### config.mk
export PLATFORM = sky130hd
export DESIGN_NAME = ldpc_iter_ctrl
export DESIGN_NICKNAME = d
export VERILOG_FILES = /design/src/rtl/ldpc_ctrl_pkg.sv /design/src/rtl/en_addr_delay.sv /design/src/rtl/ldpc_iter_ctrl.sv
export SDC_FILE = /design/constraint.sdc
export NUM_CORES = 1
export LEC_CHECK = 0
export CORE_MARGIN = 3
export CORE_UTILIZATION = 55
export CTS_BUF_LIST = sky130_fd_sc_hd__clkbuf_8 sky130_fd_sc_hd__clkbuf_16
export DETAILED_ROUTE_END_ITERATION = 8
export GPL_ROUTABILITY_DRIVEN = 0
export GPL_TIMING_DRIVEN = 0
export HOLD_SLACK_MARGIN = 0.05
export PLACE_DENSITY = 0.82
export RECOVER_POWER = 50
export SLEW_MARGIN = 20
export SYNTH_ARGS = -nofsm -noshare
export SYNTH_HDL_FRONTEND = slang
export SYNTH_SLANG_ARGS = --single-unit
### constraint.sdc
create_clock -name clk -period 5.5 [get_ports clk]
set_input_delay 1.65 -clock clk [delete_from_list [all_inputs] [get_ports clk]]
set_output_delay 1.65 -clock clk [all_outputs]
set_load 0.1 [all_outputs]
### src/rtl/ldpc_ctrl_pkg.sv
// Shared types and constants for the LDPC iteration controller.
// Holds the controller state encoding, default pipeline latencies and the address-width helper.
package ldpc_ctrl_pkg;

    typedef enum logic [2:0] {
        ST_IDLE,
        ST_LOAD,
        ST_VNU,
        ST_VNU_DRAIN,
        ST_CNU,
        ST_CNU_DRAIN,
        ST_CHECK,
        ST_DONE
    } ctrl_state_t;

    localparam int DEF_VNU_LAT = 2;
    localparam int DEF_CNU_LAT = 2;

    // A depth of 1 still needs a 1-bit address port.
    function automatic int addr_w(input int depth);
        return (depth > 1) ? $clog2(depth) : 1;
    endfunction

endpackage

### src/rtl/en_addr_delay.sv
// Fixed-latency shift register carrying an enable strobe with its address.
// The output is the last register stage, so the delay is exactly DEPTH cycles.
module en_addr_delay #(
    parameter int DEPTH = 2,
    parameter int AW    = 1
) (
    input  logic          clk,
    input  logic          rst_n,
    input  logic          flush,
    input  logic          in_en,
    input  logic [AW-1:0] in_addr,
    output logic          out_en,
    output logic [AW-1:0] out_addr
);

    logic [AW:0] pipe_q [DEPTH];
    logic [AW:0] pipe_d [DEPTH];

    always_comb begin
        pipe_d[0] = flush ? '0 : {in_en, in_addr};
        for (int i = 1; i < DEPTH; i++) begin
            pipe_d[i] = flush ? '0 : pipe_q[i-1];
        end
    end

    always_ff @(posedge clk or negedge rst_n) begin
        if (!rst_n) begin
            for (int i = 0; i < DEPTH; i++) begin
                pipe_q[i] <= '0;
            end
        end else begin
            for (int i = 0; i < DEPTH; i++) begin
                pipe_q[i] <= pipe_d[i];
            end
        end
    end

    assign {out_en, out_addr} = pipe_q[DEPTH-1];

endmodule

### src/rtl/ldpc_iter_ctrl.sv
// Iteration controller for the layered LDPC decoder: load, VNU/CNU sweeps with
// latency-matched write-back, syndrome/limit termination and host handshake.
module ldpc_iter_ctrl
    import ldpc_ctrl_pkg::*;
#(
    parameter int N_COLS  = 32,
    parameter int N_ROWS  = 16,
    parameter int VNU_LAT = DEF_VNU_LAT,
    parameter int CNU_LAT = DEF_CNU_LAT,
    parameter int ITER_W  = 4
) (
    input  logic                        clk,
    input  logic                        rst_n,
    input  logic                        start,
    input  logic [ITER_W-1:0]           max_iter,
    input  logic                        abort,
    input  logic                        in_valid,
    input  logic                        syndrome_ok,
    output logic                        busy,
    output logic                        load_we,
    output logic [addr_w(N_COLS)-1:0]   load_addr,
    output logic                        vnu_en,
    output logic                        msg_clr,
    output logic [addr_w(N_COLS)-1:0]   col_addr,
    output logic                        vnu_wb_en,
    output logic [addr_w(N_COLS)-1:0]   vnu_wb_addr,
    output logic                        cnu_en,
    output logic [addr_w(N_ROWS)-1:0]   row_addr,
    output logic                        cnu_wb_en,
    output logic [addr_w(N_ROWS)-1:0]   cnu_wb_addr,
    output logic [ITER_W-1:0]           iter_count,
    output logic                        done,
    output logic                        converged
);

    localparam int CAW = addr_w(N_COLS);
    localparam int RAW = addr_w(N_ROWS);
    localparam logic [CAW-1:0] COL_LAST = CAW'(N_COLS - 1);
    localparam logic [RAW-1:0] ROW_LAST = RAW'(N_ROWS - 1);

    ctrl_state_t       state_q, state_d;
    logic [ITER_W-1:0] limit_q, limit_d;
    logic [ITER_W-1:0] iter_q, iter_d, iter_inc;
    logic [CAW-1:0]    load_cnt_q, load_cnt_d;
    logic [CAW-1:0]    load_addr_q, load_addr_d;
    logic [CAW-1:0]    col_addr_q, col_addr_d;
    logic [RAW-1:0]    row_addr_q, row_addr_d;
    logic              load_we_q, load_we_d;
    logic              vnu_en_q, vnu_en_d;
    logic              msg_clr_q, msg_clr_d;
    logic              cnu_en_q, cnu_en_d;
    logic              done_q, done_d;
    logic              busy_q, busy_d;
    logic              conv_q, conv_d;

    assign iter_inc = (&iter_q) ? iter_q : iter_q + 1'b1;

    always_comb begin
        state_d     = state_q;
        limit_d     = limit_q;
        iter_d      = iter_q;
        conv_d      = conv_q;
        load_cnt_d  = load_cnt_q;
        load_addr_d = load_addr_q;
        load_we_d   = 1'b0;
        col_addr_d  = col_addr_q;
        row_addr_d  = row_addr_q;
        unique case (state_q)
            ST_IDLE: begin
                if (start) begin
                    state_d    = ST_LOAD;
                    limit_d    = (max_iter == '0) ? ITER_W'(1) : max_iter;
                    iter_d     = '0;
                    conv_d     = 1'b0;
                    load_cnt_d = '0;
                end
            end
            // The write strobe lags in_valid by one register; LOAD ends when the last write is visible.
            ST_LOAD: begin
                if (load_we_q && load_addr_q == COL_LAST) begin
                    state_d    = ST_VNU;
                    col_addr_d = '0;
                end else if (in_valid) begin
                    load_we_d   = 1'b1;
                    load_addr_d = load_cnt_q;
                    load_cnt_d  = load_cnt_q + 1'b1;
                end
            end
            ST_VNU: begin
                if (col_addr_q == COL_LAST) state_d = ST_VNU_DRAIN;
                else                        col_addr_d = col_addr_q + 1'b1;
            end
            ST_VNU_DRAIN: begin
                if (vnu_wb_en && vnu_wb_addr == COL_LAST) begin
                    state_d    = ST_CNU;
                    row_addr_d = '0;
                end
            end
            ST_CNU: begin
                if (row_addr_q == ROW_LAST) state_d = ST_CNU_DRAIN;
                else                        row_addr_d = row_addr_q + 1'b1;
            end
            ST_CNU_DRAIN: begin
                if (cnu_wb_en && cnu_wb_addr == ROW_LAST) state_d = ST_CHECK;
            end
            ST_CHECK: begin
                iter_d = iter_inc;
                if (syndrome_ok) begin
                    conv_d  = 1'b1;
                    state_d = ST_DONE;
                end else if (iter_inc == limit_q) begin
                    state_d = ST_DONE;
                end else begin
                    state_d    = ST_VNU;
                    col_addr_d = '0;
                end
            end
            ST_DONE: state_d = ST_IDLE;
            default: state_d = ST_IDLE;
        endcase
        // Abort freezes all bookkeeping and drops straight back to IDLE.
        if (abort) begin
            state_d     = ST_IDLE;
            limit_d     = limit_q;
            iter_d      = iter_q;
            conv_d      = conv_q;
            load_cnt_d  = load_cnt_q;
            load_addr_d = load_addr_q;
            load_we_d   = 1'b0;
            col_addr_d  = col_addr_q;
            row_addr_d  = row_addr_q;
        end
        vnu_en_d  = (state_d == ST_VNU);
        msg_clr_d = vnu_en_d && (iter_d == '0);
        cnu_en_d  = (state_d == ST_CNU);
        done_d    = (state_d == ST_DONE);
        busy_d    = (state_d != ST_IDLE);
    end

    always_ff @(posedge clk or negedge rst_n) begin
        if (!rst_n) begin
            state_q     <= ST_IDLE;
            limit_q     <= '0;
            iter_q      <= '0;
            conv_q      <= 1'b0;
            load_cnt_q  <= '0;
            load_addr_q <= '0;
            load_we_q   <= 1'b0;
            col_addr_q  <= '0;
            row_addr_q  <= '0;
            vnu_en_q    <= 1'b0;
            msg_clr_q   <= 1'b0;
            cnu_en_q    <= 1'b0;
            done_q      <= 1'b0;
            busy_q      <= 1'b0;
        end else begin
            state_q     <= state_d;
            limit_q     <= limit_d;
            iter_q      <= iter_d;
            conv_q      <= conv_d;
            load_cnt_q  <= load_cnt_d;
            load_addr_q <= load_addr_d;
            load_we_q   <= load_we_d;
            col_addr_q  <= col_addr_d;
            row_addr_q  <= row_addr_d;
            vnu_en_q    <= vnu_en_d;
            msg_clr_q   <= msg_clr_d;
            cnu_en_q    <= cnu_en_d;
            done_q      <= done_d;
            busy_q      <= busy_d;
        end
    end

    en_addr_delay #(.DEPTH(VNU_LAT), .AW(CAW)) u_vnu_wb (
        .clk      (clk),
        .rst_n    (rst_n),
        .flush    (abort),
        .in_en    (vnu_en_q),
        .in_addr  (col_addr_q),
        .out_en   (vnu_wb_en),
        .out_addr (vnu_wb_addr)
    );

    en_addr_delay #(.DEPTH(CNU_LAT), .AW(RAW)) u_cnu_wb (
        .clk      (clk),
        .rst_n    (rst_n),
        .flush    (abort),
        .in_en    (cnu_en_q),
        .in_addr  (row_addr_q),
        .out_en   (cnu_wb_en),
        .out_addr (cnu_wb_addr)
    );

    assign busy       = busy_q;
    assign load_we    = load_we_q;
    assign load_addr  = load_addr_q;
    assign vnu_en     = vnu_en_q;
    assign msg_clr    = msg_clr_q;
    assign col_addr   = col_addr_q;
    assign cnu_en     = cnu_en_q;
    assign row_addr   = row_addr_q;
    assign iter_count = iter_q;
    assign done       = done_q;
    assign converged  = conv_q;

endmodule

==> flow_summary.rst, run 1 <==
.. list-table::
   :header-rows: 1

   * - Metric
     - Value
   * - Number of resized instances in the post-cts repair step
     - 0
   * - Vias
     - ~2,100
   * - Worst-path cell chain
     - clkbuf_1
   * - Area overhead of the layout relative to synthesis
     - 25.2%
   * - Power spent charging and discharging nets
     - about 0.25 mW
   * - Fraction of layout cells with a size suffix above 1
     - under 10%
   * - Clock network fraction of total power
     - a little over a third
   * - Maximum clock rate
     - about 250 MHz
   * - Tightest Hold Check Type
     - register to register
   * - Largest clock skew in the final design
     - approximately 0.0098 ns
   * - Clock Latency Late Sink
     - about 0.33 ns
   * - Ports placed on the boundary
     - 46
   * - Req. time, crit path
     - approximately 5.3 ns
   * - Sum of negative setup slack
     - 0 ns
   * - Number of flops mapped to enable cells by yosys
     - 0
   * - Critical Path Max Stage Delay
     - between 2 and 2.5 ns
   * - Number of violations of the max-capacitance limit
     - 1
   * - Worst reg2reg startpoint
     - iter_count[0]$_DFF_PN0_
   * - Number of setup buffers added after CTS
     - 0
   * - Routed vias/inst
     - 5.29
   * - Count of hold-fix buffers inserted at cts
     - 0
   * - Diodes inserted
     - 0
   * - Minimum hold slack
     - 0.459 ns
   * - Primary flip-flop cell chosen by synthesis mapping
     - sky130_fd_sc_hd__dfrtp_1
   * - Core outline area
     - roughly 0.0045 mm^2
   * - Startpoint of the worst hold path
     - u_cnu_wb.pipe_q[6]$_DFF_PN0_
   * - Worst slew slack as a fraction of its limit
     - -99.9%
   * - Top area cells in the synthesized netlist
     - sky130_fd_sc_hd__dfrtp_1, sky130_fd_sc_hd__nor2b_1, sky130_fd_sc_hd__nand2_1
   * - Worst hold path endpoint
     - u_cnu_wb.out_addr[1]$_DFF_PN0_
   * - Vertical extent of the die
     - between 70 and 80 um
   * - Sum of buffers and inverters on the critical path
     - 1
   * - Post-synthesis sequential area ratio
     - between 50 and 60%
   * - Pwr per Cell Area
     - 265 mW/mm^2
   * - Yosys warning total
     - 0
   * - TritonCTS sink count
     - 59
   * - Run status
     - finished, violations left
   * - Endpoint kind of the worst setup timing path
     - async pin
   * - Number of cells traversed by the worst register-to-register path
     - 8
   * - Post-Layout Cell Count
     - about 390
   * - Number of nets still failing antenna checks after routing
     - 0
   * - Util after Layout
     - between 70% and 80%
   * - Netlist area before placement
     - 0.00270 mm^2
   * - Total routed wirelength
     - 5.46 mm
   * - Clock transition at the registers of the reported paths
     - about 0.06 ns
   * - LEAKAGE
     - between 1.5 and 2 nW
   * - Cell count after synthesis
     - between 200 and 300
   * - Critical Path Slowest Stage Cell
     - sky130_fd_sc_hd__clkbuf_1
   * - Setup slack at placement
     - roughly 1.6 ns
   * - Largest fanout on the critical path
     - 59
   * - Initial Utilization
     - around three fifths
   * - Period Utilization, post-route
     - between 70% and 80%
   * - Post-DR wirelength/cell
     - roughly 14 um
   * - Sequential fraction of design power
     - just over 50%
   * - Number of flip-flops and latches in the synthesized netlist
     - a little under 60
   * - Vias in the first global route
     - ~2,000
   * - Net count after synthesis
     - 279
   * - TritonCTS clock tree
     - built
   * - Rows
     - 24
   * - Cell total after placement
     - 374
   * - Die width
     - around 76 um
   * - Clock root buffer master
     - sky130_fd_sc_hd__clkbuf_8
   * - Worst slew pin tran
     - between 2 and 3 ns
   * - Total global routing track utilization
     - roughly a fifth
   * - Fin worst setup slack
     - ~1.5 ns
   * - H-tree level count
     - 3
   * - Number of buffer cells added on primary ports
     - 45
   * - Avg Cell Area, Syn
     - slightly above 10 um^2
   * - Share of the synthesized area in the top cell type
     - between 50 and 60%
   * - Leading cell type by number of instances after synthesis
     - sky130_fd_sc_hd__dfrtp_1
   * - Switching power share of the total
     - ~28%
   * - Maximum resistive drop on vdd
     - 0.165 mV
   * - Count of unique library cells instantiated by Yosys
     - 46
   * - CTS Buf Count
     - 9
   * - P_int
     - 0.646 mW
   * - Setup crit start kind
     - input pin
   * - Violations in the final reports
     - max-capacitance violations, max-slew violations
   * - Data arrival time at the worst-slack endpoint
     - around 3.8 ns
   * - Leftover overflow at the end of global routing
     - 0
   * - Cell accounting for the most synthesized area
     - sky130_fd_sc_hd__dfrtp_1
   * - Setup repair after global routing missed its margin
     - no
   * - Final period demand of the worst path
     - about 4 ns
   * - Pin count of the biggest net entering global routing
     - 60
   * - Gate power share
     - approximately an eighth
   * - Share of flip-flops with an asynchronous set or reset
     - 100%
   * - Number of DRC violations after detailed routing
     - 0
   * - Deepest clock path buffer count
     - 2
   * - Number of hold violations in the final report
     - 0
   * - Worst Path Class, Setup
     - input pin to async pin
   * - Number of max-slew violations in the final report
     - 60
   * - Endpoints failing setup
     - 0
   * - DP Wirelength
     - 3.87 mm
   * - Filler cells
     - approximately 340
   * - Die Footprint
     - 0.00578 mm^2
   * - Initial detailed-routing violation count
     - 132
   * - First-pass GRT wire length
     - 9.39 mm
   * - Reg2reg setup slack
     - about 2.7 ns
   * - Delay-heaviest family, CP
     - buffers and inverters
   * - Most frequent cells after synthesis
     - sky130_fd_sc_hd__dfrtp_1, sky130_fd_sc_hd__nand2_1, sky130_fd_sc_hd__nor2b_1
   * - TritonRoute pass-1 iters
     - 4
   * - Final nets
     - 335
   * - Antenna violations before repair
     - 0
   * - Hold Path Depth
     - 1
   * - Capturing point of the worst reg2reg path
     - row_addr[2]$_DFFE_PN0P_
==> area by class of cell <==
type / instances / area [um^2] / share of cell area (%)
buffer: 16 / 95.1 / 2.81
clock buffer: 10 / 138 / 4.07
clock inverter: 5 / 22.5 / 0.667
inverter: 9 / 33.8 / 1.00
multi-input combinational: 180 / 1090 / 32.2
sequential: 59 / 1480 / 43.7
tap: 65 / 81.3 / 2.41
timing repair buffer: 45 / 444 / 13.1
==> power groups by stage <==
stage / sequential, mW / clock (mW) / combinational, mW
after floorplan: 0.503 / 0 / 0.0389
after global placement: 0.469 / 0 / 0.109
after detailed placement: 0.470 / 0 / 0.111
after CTS: 0.463 / 0.331 / 0.111
after global routing: 0.465 / 0.351 / 0.118
final: 0.463 / 0.323 / 0.110
==> logic make-up after synthesis <==
kind of cell               count (synthesis)  share of synthesized area, %
AOI/OAI and AO/OA                         38                          9.46
DFF                                       59                          54.7
muxes                                      5                          1.86
xor gates and xnor gates                   8                          2.60
buffers and inverters                     25                          4.78
adders and majority gates                  5                          2.32
and+or+nand+nor                          124                          24.3
==> per-stage QoR <==
| step | instance area (um^2) | power, mW |
|---|---|---|
| floorplan | 2700 | 0.542 |
| detailed placement | 3230 | 0.581 |
| finish | 3380 | 0.896 |
| global route | 3380 | 0.935 |
| CTS | 3390 | 0.905 |
| global placement | 3230 | 0.578 |
==> flip-flops by register name (all words and copies together), names as in the netlist <==
register / cells
u_vnu_wb.pipe_q: 6
col_addr: 5
load_addr: 5
load_cnt_q: 5
u_cnu_wb.pipe_q: 5
u_vnu_wb.out_addr: 5
iter_count: 4
limit_q: 4
row_addr: 4
u_cnu_wb.out_addr: 4
state_q: 3
busy: 1
cnu_en: 1
converged: 1
done: 1
load_we: 1
msg_clr: 1
u_cnu_wb.out_en: 1
u_vnu_wb.out_en: 1
vnu_en: 1
==> worst max path at each step <==
stage	startpoint	to	slack, ns	depth (start not counted)
2_1_floorplan	iter_count[0]$_DFF_PN0_	row_addr[2]$_DFFE_PN0P_	2.28	8
3_3_place_gp	rst_n	load_cnt_q[3]$_DFFE_PN0P_	1.0	1
3_5_place_dp	syndrome_ok	col_addr[3]$_DFFE_PN0P_	1.64	8
4_1_cts	iter_count[0]$_DFF_PN0_	iter_count[0]	1.86	1
5_1_grt	rst_n	iter_count[0]$_DFF_PN0_	0.97	1
6_report	rst_n	iter_count[0]$_DFF_PN0_	1.51	1
==> layer usage <==
metal  up-vias  part of all wire (%)  wire [um]  global-route usage [%]
met4         0                   1.9        106                    8.70
met3         9                   5.5        299                    6.26
li1       1013                     -          -                       -
met2        52                    46       2540                    31.5
met5         -                     0          0                       0
met1       983                    46       2520                    27.4
==> placed cells by master, fill, tap and decap left out, drive strengths merged, types with 4 or more instances in the layout <==
master | Yosys | layout
and3 | 5 | 5
inv | 9 | 11
a21oi | 9 | 9
clkbuf | 6 | 17
dfrtp | 59 | 59
nand4 | 4 | 4
nand3 | 11 | 11
or3 | 4 | 4
clkdlybuf4s50 | 0 | 43
buf | 10 | 10
nor3 | 8 | 8
nor2b | 24 | 24
ha | 5 | 5
xor2 | 7 | 7
nor2 | 16 | 16
o21ai | 13 | 13
nand2 | 38 | 38
mux2i | 5 | 5
Power figures use the tool's default switching activity.
==> run 2: changes to the inputs <==
--- a/config.mk
+++ b/config.mk
@@ -6,13 +6,13 @@
 export NUM_CORES = 1
 export LEC_CHECK = 0
 export CORE_MARGIN = 3
-export CORE_UTILIZATION = 55
+export CORE_UTILIZATION = 47
 export CTS_BUF_LIST = sky130_fd_sc_hd__clkbuf_8 sky130_fd_sc_hd__clkbuf_16
 export DETAILED_ROUTE_END_ITERATION = 8
 export GPL_ROUTABILITY_DRIVEN = 0
 export GPL_TIMING_DRIVEN = 0
 export HOLD_SLACK_MARGIN = 0.05
-export PLACE_DENSITY = 0.82
+export PLACE_DENSITY = 0.75
 export RECOVER_POWER = 50
 export SLEW_MARGIN = 20
 export SYNTH_ARGS = -nofsm -noshare
==> constraint.sdc (replaced) <==
create_clock -name clk -period 3.25 [get_ports clk]
set_input_delay 0.975 -clock clk [delete_from_list [all_inputs] [get_ports clk]]
set_output_delay 0.975 -clock clk [all_outputs]
set_load 0.1 [all_outputs]
==> run 2 against run 1 <==
Against the previous run:
- routed wire length up 3.7%
- clock skew about the same
- critical path depth unchanged
- sequential cell count unchanged
- the run now ends clean
- combinational power up 71%
- hold slack worse by 0.0047 ns
- sequential power up 69%
- largest power group unchanged
==> flow_summary.rst, run 2 (synthesis gave the netlist of run 1 again) <==
.. list-table::
   :header-rows: 1

   * - Metric
     - Value
   * - Run status
     - finished clean
   * - First-pass GRT wire length
     - 9.60 mm
   * - Number of hold violations in the final report
     - 0
   * - Critical Path Max Stage Delay
     - between 1 and 1.5 ns
   * - Period Utilization, post-route
     - between 90% and 100%
   * - Worst slew pin tran
     - roughly 1.4 ns
   * - Global routing met2 resource utilization
     - a little under 30%
   * - Total routed wirelength
     - 5.66 mm
   * - Fin worst setup slack
     - between 0.3 and 0.4 ns
   * - Pwr Total
     - ~1.7 mW
   * - Endpoints failing setup
     - 0
   * - Filler cells
     - about 450
   * - Vias in the first global route
     - about 2,000
   * - Worst Path Class, Setup
     - register to primary output
   * - Global routing met3 resource utilization
     - under 10%
   * - H-tree level count
     - 3
   * - Maximum resistive drop on vdd
     - 0.343 mV
   * - Die Footprint
     - 0.00668 mm^2
   * - Number of nets still failing antenna checks after routing
     - 0
   * - Area overhead of the layout relative to synthesis
     - 28.5%
   * - Register name with the most flops
     - u_vnu_wb.pipe_q
   * - Total global routing track utilization
     - between 10% and 20%
   * - Endpoint kind of the worst setup timing path
     - primary output
   * - Commonest non-fill, non-tap cells in the layout
     - sky130_fd_sc_hd__dfrtp_1, sky130_fd_sc_hd__clkdlybuf4s50_1, sky130_fd_sc_hd__nand2_1
   * - Diodes inserted
     - 0
   * - Flip-flop count of the largest register after layout
     - 6
   * - Initial detailed-routing violation count
     - between 100 and 150
   * - Number of resized instances in the post-cts repair step
     - 0
   * - Rows
     - 26
   * - Pwr per Cell Area
     - approximately 500 mW/mm^2
   * - Worst-path cell chain
     - clkdlybuf4s50_1
   * - Number of max-slew violations in the final report
     - 0
   * - CTS Buf Count
     - 9
   * - Vertical extent of the die
     - approximately 82 um
   * - Post-DR wirelength/cell
     - 14.3 um
   * - Fraction of layout cells with a size suffix above 1
     - 9.82%
   * - Initial Utilization
     - 50.6%
   * - Clock transition at the registers of the reported paths
     - ~0.070 ns
   * - Setup crit start kind
     - register
   * - Leftover overflow at the end of global routing
     - 0
   * - TritonCTS clock tree
     - built
   * - Req. time, crit path
     - between 2 and 2.5 ns
   * - Clock Latency Late Sink
     - approximately 0.34 ns
   * - Largest clock skew in the final design
     - around 0.01 ns
   * - Setup repair after global routing missed its margin
     - no
   * - Sum of buffers and inverters on the critical path
     - 1
   * - TritonCTS sink count
     - 59
   * - LEAKAGE
     - roughly 1.6 nW
   * - Met1 usage in global routing
     - 25.4%
   * - Final nets
     - 336
   * - Count of hold-fix buffers inserted at cts
     - 0
   * - Clock root buffer master
     - sky130_fd_sc_hd__clkbuf_8
   * - Antenna violations before repair
     - 0
   * - Data arrival time at the worst-slack endpoint
     - slightly below 2 ns
   * - Pin count of the biggest net entering global routing
     - 60
   * - Deepest clock path buffer count
     - 2
   * - Number of violations of the max-capacitance limit
     - 0
   * - Commonest non-fill, non-tap cell in the layout
     - sky130_fd_sc_hd__dfrtp_1
   * - Delay-heaviest family, CP
     - buffers and inverters
   * - Minimum hold slack
     - roughly 0.45 ns
   * - Number of buffer cells added on primary ports
     - 45
   * - Maximum clock rate
     - approximately 340 MHz
   * - Die width
     - a little over 80 um
   * - Most utilized layer in the global route result
     - met2
   * - Critical Path Slowest Stage Cell
     - sky130_fd_sc_hd__clkdlybuf4s50_1
   * - Ports placed on the boundary
     - 46
   * - Core outline area
     - roughly 0.0053 mm^2
   * - DP Wirelength
     - 4.06 mm
   * - Worst slew slack as a fraction of its limit
     - 5.68%
   * - Number of DRC violations after detailed routing
     - 0
   * - Tightest Hold Check Type
     - register to register
   * - Routed vias/inst
     - about 5.3
   * - TritonRoute pass-1 iters
     - 4
   * - Largest fanout on the critical path
     - 7
   * - Final period demand of the worst path
     - around 2.9 ns
   * - Setup slack at placement
     - approximately 0.098 ns
   * - Number of setup buffers added after CTS
     - 0
   * - Vias
     - 2,081
-- run 2: report_power, final --
part / internal (mW) / switching (mW) / total (mW)
logic: 0.0520 / 0.136 / 0.188
clock network: 0.469 / 0.284 / 0.754
registers: 0.760 / 0.0218 / 0.782
total: 1.28 / 0.442 / 1.72
-- run 2: worst paths after layout --
path | startpoint | to | slack, ns | cells after the start
hold reg to reg | u_vnu_wb.pipe_q[11]$_DFF_PN0_ | u_vnu_wb.out_en$_DFF_PN0_ | 0.45 | 1
max in group asynchronous | rst_n | iter_count[1]$_DFF_PN0_ | 1.33 | 2
hold / removal | u_vnu_wb.pipe_q[11]$_DFF_PN0_ | u_vnu_wb.out_en$_DFF_PN0_ | 0.45 | 1
min in group asynchronous | rst_n | row_addr[1]$_DFFE_PN0P_ | 1.08 | 2
setup / recovery | iter_count[0]$_DFF_PN0_ | iter_count[0] | 0.31 | 1
setup reg to reg | iter_count[0]$_DFF_PN0_ | col_addr[2]$_DFFE_PN0P_ | 0.48 | 9
-- run 2: area by class of cell --
class,instances,area [um^2],share of cell area (%)
buffer,16,95.1,2.74
clock inverter,5,76.3,2.20
tap,70,87.6,2.53
multi-input combinational,180,1090,31.5
sequential,59,1480,42.6
clock buffer,11,151,4.37
inverter,9,33.8,0.975
timing repair buffer,46,453,13.1
-- run 2: metal layers --
layer,up-vias,part of all wire (%)
li1,1022,-
met1,1002,45
met3,10,3.7
met4,0,2.0
met5,-,0
met2,47,49
-- run 2: metrics by stage --
stage               instance area (um^2)  TNS (ns)  instances  util, %
finish                              3470         0        396     65.0
global route                        3470         0        396     65.0
global placement                    3240    -36.55        379     60.6
detailed placement                  3260         0        380     61.1
floorplan                           2700         0        264        -
CTS                                 3490         0        396     65.4
==> run 3: changes to the inputs <==
--- a/config.mk
+++ b/config.mk
@@ -10,7 +10,6 @@
 export CTS_BUF_LIST = sky130_fd_sc_hd__clkbuf_8 sky130_fd_sc_hd__clkbuf_16
 export DETAILED_ROUTE_END_ITERATION = 8
 export GPL_ROUTABILITY_DRIVEN = 0
-export GPL_TIMING_DRIVEN = 0
 export HOLD_SLACK_MARGIN = 0.05
 export PLACE_DENSITY = 0.75
 export RECOVER_POWER = 50
==> run 3 against run 2 <==
Against the previous run:
- routed wire length down 0.32%
- sequential cell count unchanged
- die area unchanged
- setup slack better by 0.088 ns
- combinational power down 6%
- power up 2.4%
- fmax up 3.1%
- register-to-register slack worse by 0.09 ns
- critical path type is now register to register
- largest cell class unchanged
==> flow_summary.rst, run 3 (synthesis gave the netlist of run 1 again) <==
.. list-table::
   :header-rows: 1

   * - Metric
     - Value
   * - Antenna violations before repair
     - 0
   * - Final period demand of the worst path
     - 2.86 ns
   * - H-tree level count
     - 3
   * - Maximum resistive drop on vdd
     - around 0.47 mV
   * - Vias
     - approximately 2,000
   * - TritonRoute pass-1 iters
     - 4
   * - Critical Path Max Stage Delay
     - 0.55 ns
   * - Routed vias/inst
     - approximately 5.3
   * - DP Wirelength
     - 4.16 mm
   * - Final nets
     - between 300 and 400
   * - Sum of negative setup slack
     - 0 ns
   * - Number of cells traversed by the worst register-to-register path
     - 8
   * - Total global routing track utilization
     - about a fifth
   * - Vertical extent of the die
     - a little over 80 um
   * - Commonest non-fill, non-tap cell in the layout
     - sky130_fd_sc_hd__dfrtp_1
   * - Worst reg2reg startpoint
     - iter_count[0]$_DFF_PN0_
   * - Req. time, crit path
     - approximately 3.5 ns
   * - Number of violations of the max-capacitance limit
     - 0
   * - LEAKAGE
     - 1.63 nW
   * - Number of nets still failing antenna checks after routing
     - 0
   * - Leftover overflow at the end of global routing
     - 0
   * - Period Utilization, post-route
     - 87.8%
   * - Worst hold path endpoint
     - u_vnu_wb.out_en$_DFF_PN0_
   * - Number of DRC violations after detailed routing
     - 0
   * - Initial Utilization
     - around 50%
   * - First-pass GRT wire length
     - around 9.4 mm
   * - Util after Layout
     - 61.9%
   * - Sequential fraction of design power
     - between 40% and 50%
   * - Reg2reg setup slack
     - roughly 0.39 ns
   * - Filler cells
     - between 400 and 500
   * - Number of resized instances in the post-cts repair step
     - 0
   * - Delay-heaviest family, CP
     - simple AND/OR/NAND/NOR gates
   * - TritonCTS clock tree
     - built
   * - Power spent charging and discharging nets
     - between 0.4 and 0.5 mW
   * - Rows
     - 26
   * - Vias in the first global route
     - approximately 1,900
   * - Worst slew pin tran
     - between 1 and 1.5 ns
   * - TritonCTS sink count
     - 59
   * - Register name with the most flops
     - u_vnu_wb.pipe_q
   * - Hold Path Depth
     - 1
   * - Initial detailed-routing violation count
     - around 120
   * - Endpoints failing setup
     - 0
   * - Number of hold violations in the final report
     - 0
   * - Tightest Hold Check Type
     - register to register
   * - Clock network fraction of total power
     - a little under half
   * - Worst-path cell chain
     - ha_1, nand3_1, or4_1, a211oi_2, a21oi_1, or3_4, o41ai_2, o21ai_1
   * - Clock Latency Late Sink
     - about 0.34 ns
   * - Pwr per Cell Area
     - between 500 and 600 mW/mm^2
   * - Commonest non-fill, non-tap cells in the layout
     - sky130_fd_sc_hd__dfrtp_1, sky130_fd_sc_hd__nand2_1, sky130_fd_sc_hd__buf_4
   * - Largest fanout on the critical path
     - 7
   * - Die width
     - between 80 and 90 um
   * - Sum of buffers and inverters on the critical path
     - 0
   * - Setup crit start kind
     - register
   * - Flip-flop count of the largest register after layout
     - 6
   * - Critical Path Slowest Stage Cell
     - sky130_fd_sc_hd__or4_1
   * - Diodes inserted
     - 0
   * - Worst Path Class, Setup
     - register to register
   * - Total routed wirelength
     - between 5 and 6 mm
   * - Deepest clock path buffer count
     - 2
   * - Die Footprint
     - between 0.006 and 0.007 mm^2
   * - Capturing point of the worst reg2reg path
     - row_addr[2]$_DFFE_PN0P_
   * - Clock root buffer master
     - sky130_fd_sc_hd__clkbuf_8
   * - Post-DR wirelength/cell
     - 14.7 um
   * - Gate power share
     - about a tenth
   * - Endpoint kind of the worst setup timing path
     - register
   * - Clock transition at the registers of the reported paths
     - roughly 0.070 ns
   * - Area overhead of the layout relative to synthesis
     - 22.5%
   * - Number of buffer cells added on primary ports
     - 45
   * - Count of hold-fix buffers inserted at cts
     - 0
   * - P_int
     - around 1.3 mW
   * - Pin count of the biggest net entering global routing
     - 25
   * - Startpoint of the worst hold path
     - u_vnu_wb.pipe_q[11]$_DFF_PN0_
   * - Pwr Total
     - between 1.5 and 2 mW
   * - Number of setup buffers added after CTS
     - 0
   * - Core outline area
     - between 0.005 and 0.006 mm^2
   * - Data arrival time at the worst-slack endpoint
     - 3.07 ns
   * - CTS Buf Count
     - 9
   * - Number of max-slew violations in the final report
     - 0
   * - Switching power share of the total
     - between 20% and 30%
   * - Setup repair after global routing missed its margin
     - no
   * - Worst slew slack as a fraction of its limit
     - between 10% and 20%
   * - Ports placed on the boundary
     - 46
   * - Maximum clock rate
     - ~350 MHz
   * - Fraction of layout cells with a size suffix above 1
     - between 15 and 20%
   * - Run status
     - finished clean
   * - Largest clock skew in the final design
     - 0.00725 ns
## run 3: per-layer routing
metal  global-route usage, %  share of wire [%]  vias up  wire, um
met5                       0                  0        -         0
met4                    7.48                1.5        0        85
met1                    24.6                 44      966      2480
li1                        -                  -      994         -
met2                    28.4                 49       54      2750
met3                    7.02                5.9       13       331
## run 3: final cells by class
cell class / instances / area (um^2) / area share (%)
Timing Repair Buffer: 51 / 373 / 11.3
Clock inverter: 6 / 104 / 3.14
Multi-Input combinational cell: 180 / 1090 / 33.1
Sequential cell: 59 / 1480 / 44.7
Clock buffer: 10 / 138 / 4.17
Tap cell: 70 / 87.6 / 2.65
Inverter: 9 / 33.8 / 1.02
## run 3: power groups by stage
stage	logic (mW)	clock network (mW)	registers [mW]
after CTS	0.181	0.817	0.784
after floorplan	0.0659	0	0.851
final	0.176	0.804	0.785
after global placement	0.177	0	0.796
after detailed placement	0.181	0	0.797
after global routing	0.190	0.853	0.789
## run 3: worst reg2reg max path, stage by stage, from the launching register on
cell and delay (ns):
sky130_fd_sc_hd__dfrtp_1 0.46, sky130_fd_sc_hd__ha_1 0.27, sky130_fd_sc_hd__nand3_1 0.19, sky130_fd_sc_hd__or4_1 0.55, sky130_fd_sc_hd__a211oi_2 0.29, sky130_fd_sc_hd__a21oi_1 0.18, sky130_fd_sc_hd__or3_4 0.39, sky130_fd_sc_hd__o41ai_2 0.29
sky130_fd_sc_hd__o21ai_1 0.10
## run 3: stage by stage
| stage | instance area (um^2) | setup WS [ns] | instances | hold slack, ns |
|---|---|---|---|---|
| finish | 3300 | 0.395 | 385 | 0.455 |
| floorplan | 2700 | 0.0335 | 264 | 0.439 |
| global placement | 3090 | 0.243 | 369 | 0.445 |
| global route | 3300 | 0.192 | 385 | 0.490 |
| CTS | 3330 | 0.393 | 385 | 0.462 |
| detailed placement | 3090 | 0.106 | 369 | 0.452 |
## run 3: worst max-delay path by stage
stage	startpoint	end	slack, ns	depth (start not counted)
5_1_grt	iter_count[0]$_DFF_PN0_	row_addr[2]$_DFFE_PN0P_	0.19	8
6_report	iter_count[0]$_DFF_PN0_	row_addr[2]$_DFFE_PN0P_	0.39	8
3_3_place_gp	syndrome_ok	col_addr[3]$_DFFE_PN0P_	0.24	8
2_1_floorplan	iter_count[0]$_DFF_PN0_	row_addr[2]$_DFFE_PN0P_	0.03	8
4_1_cts	iter_count[0]$_DFF_PN0_	row_addr[2]$_DFFE_PN0P_	0.39	8
3_5_place_dp	syndrome_ok	col_addr[3]$_DFFE_PN0P_	0.11	8
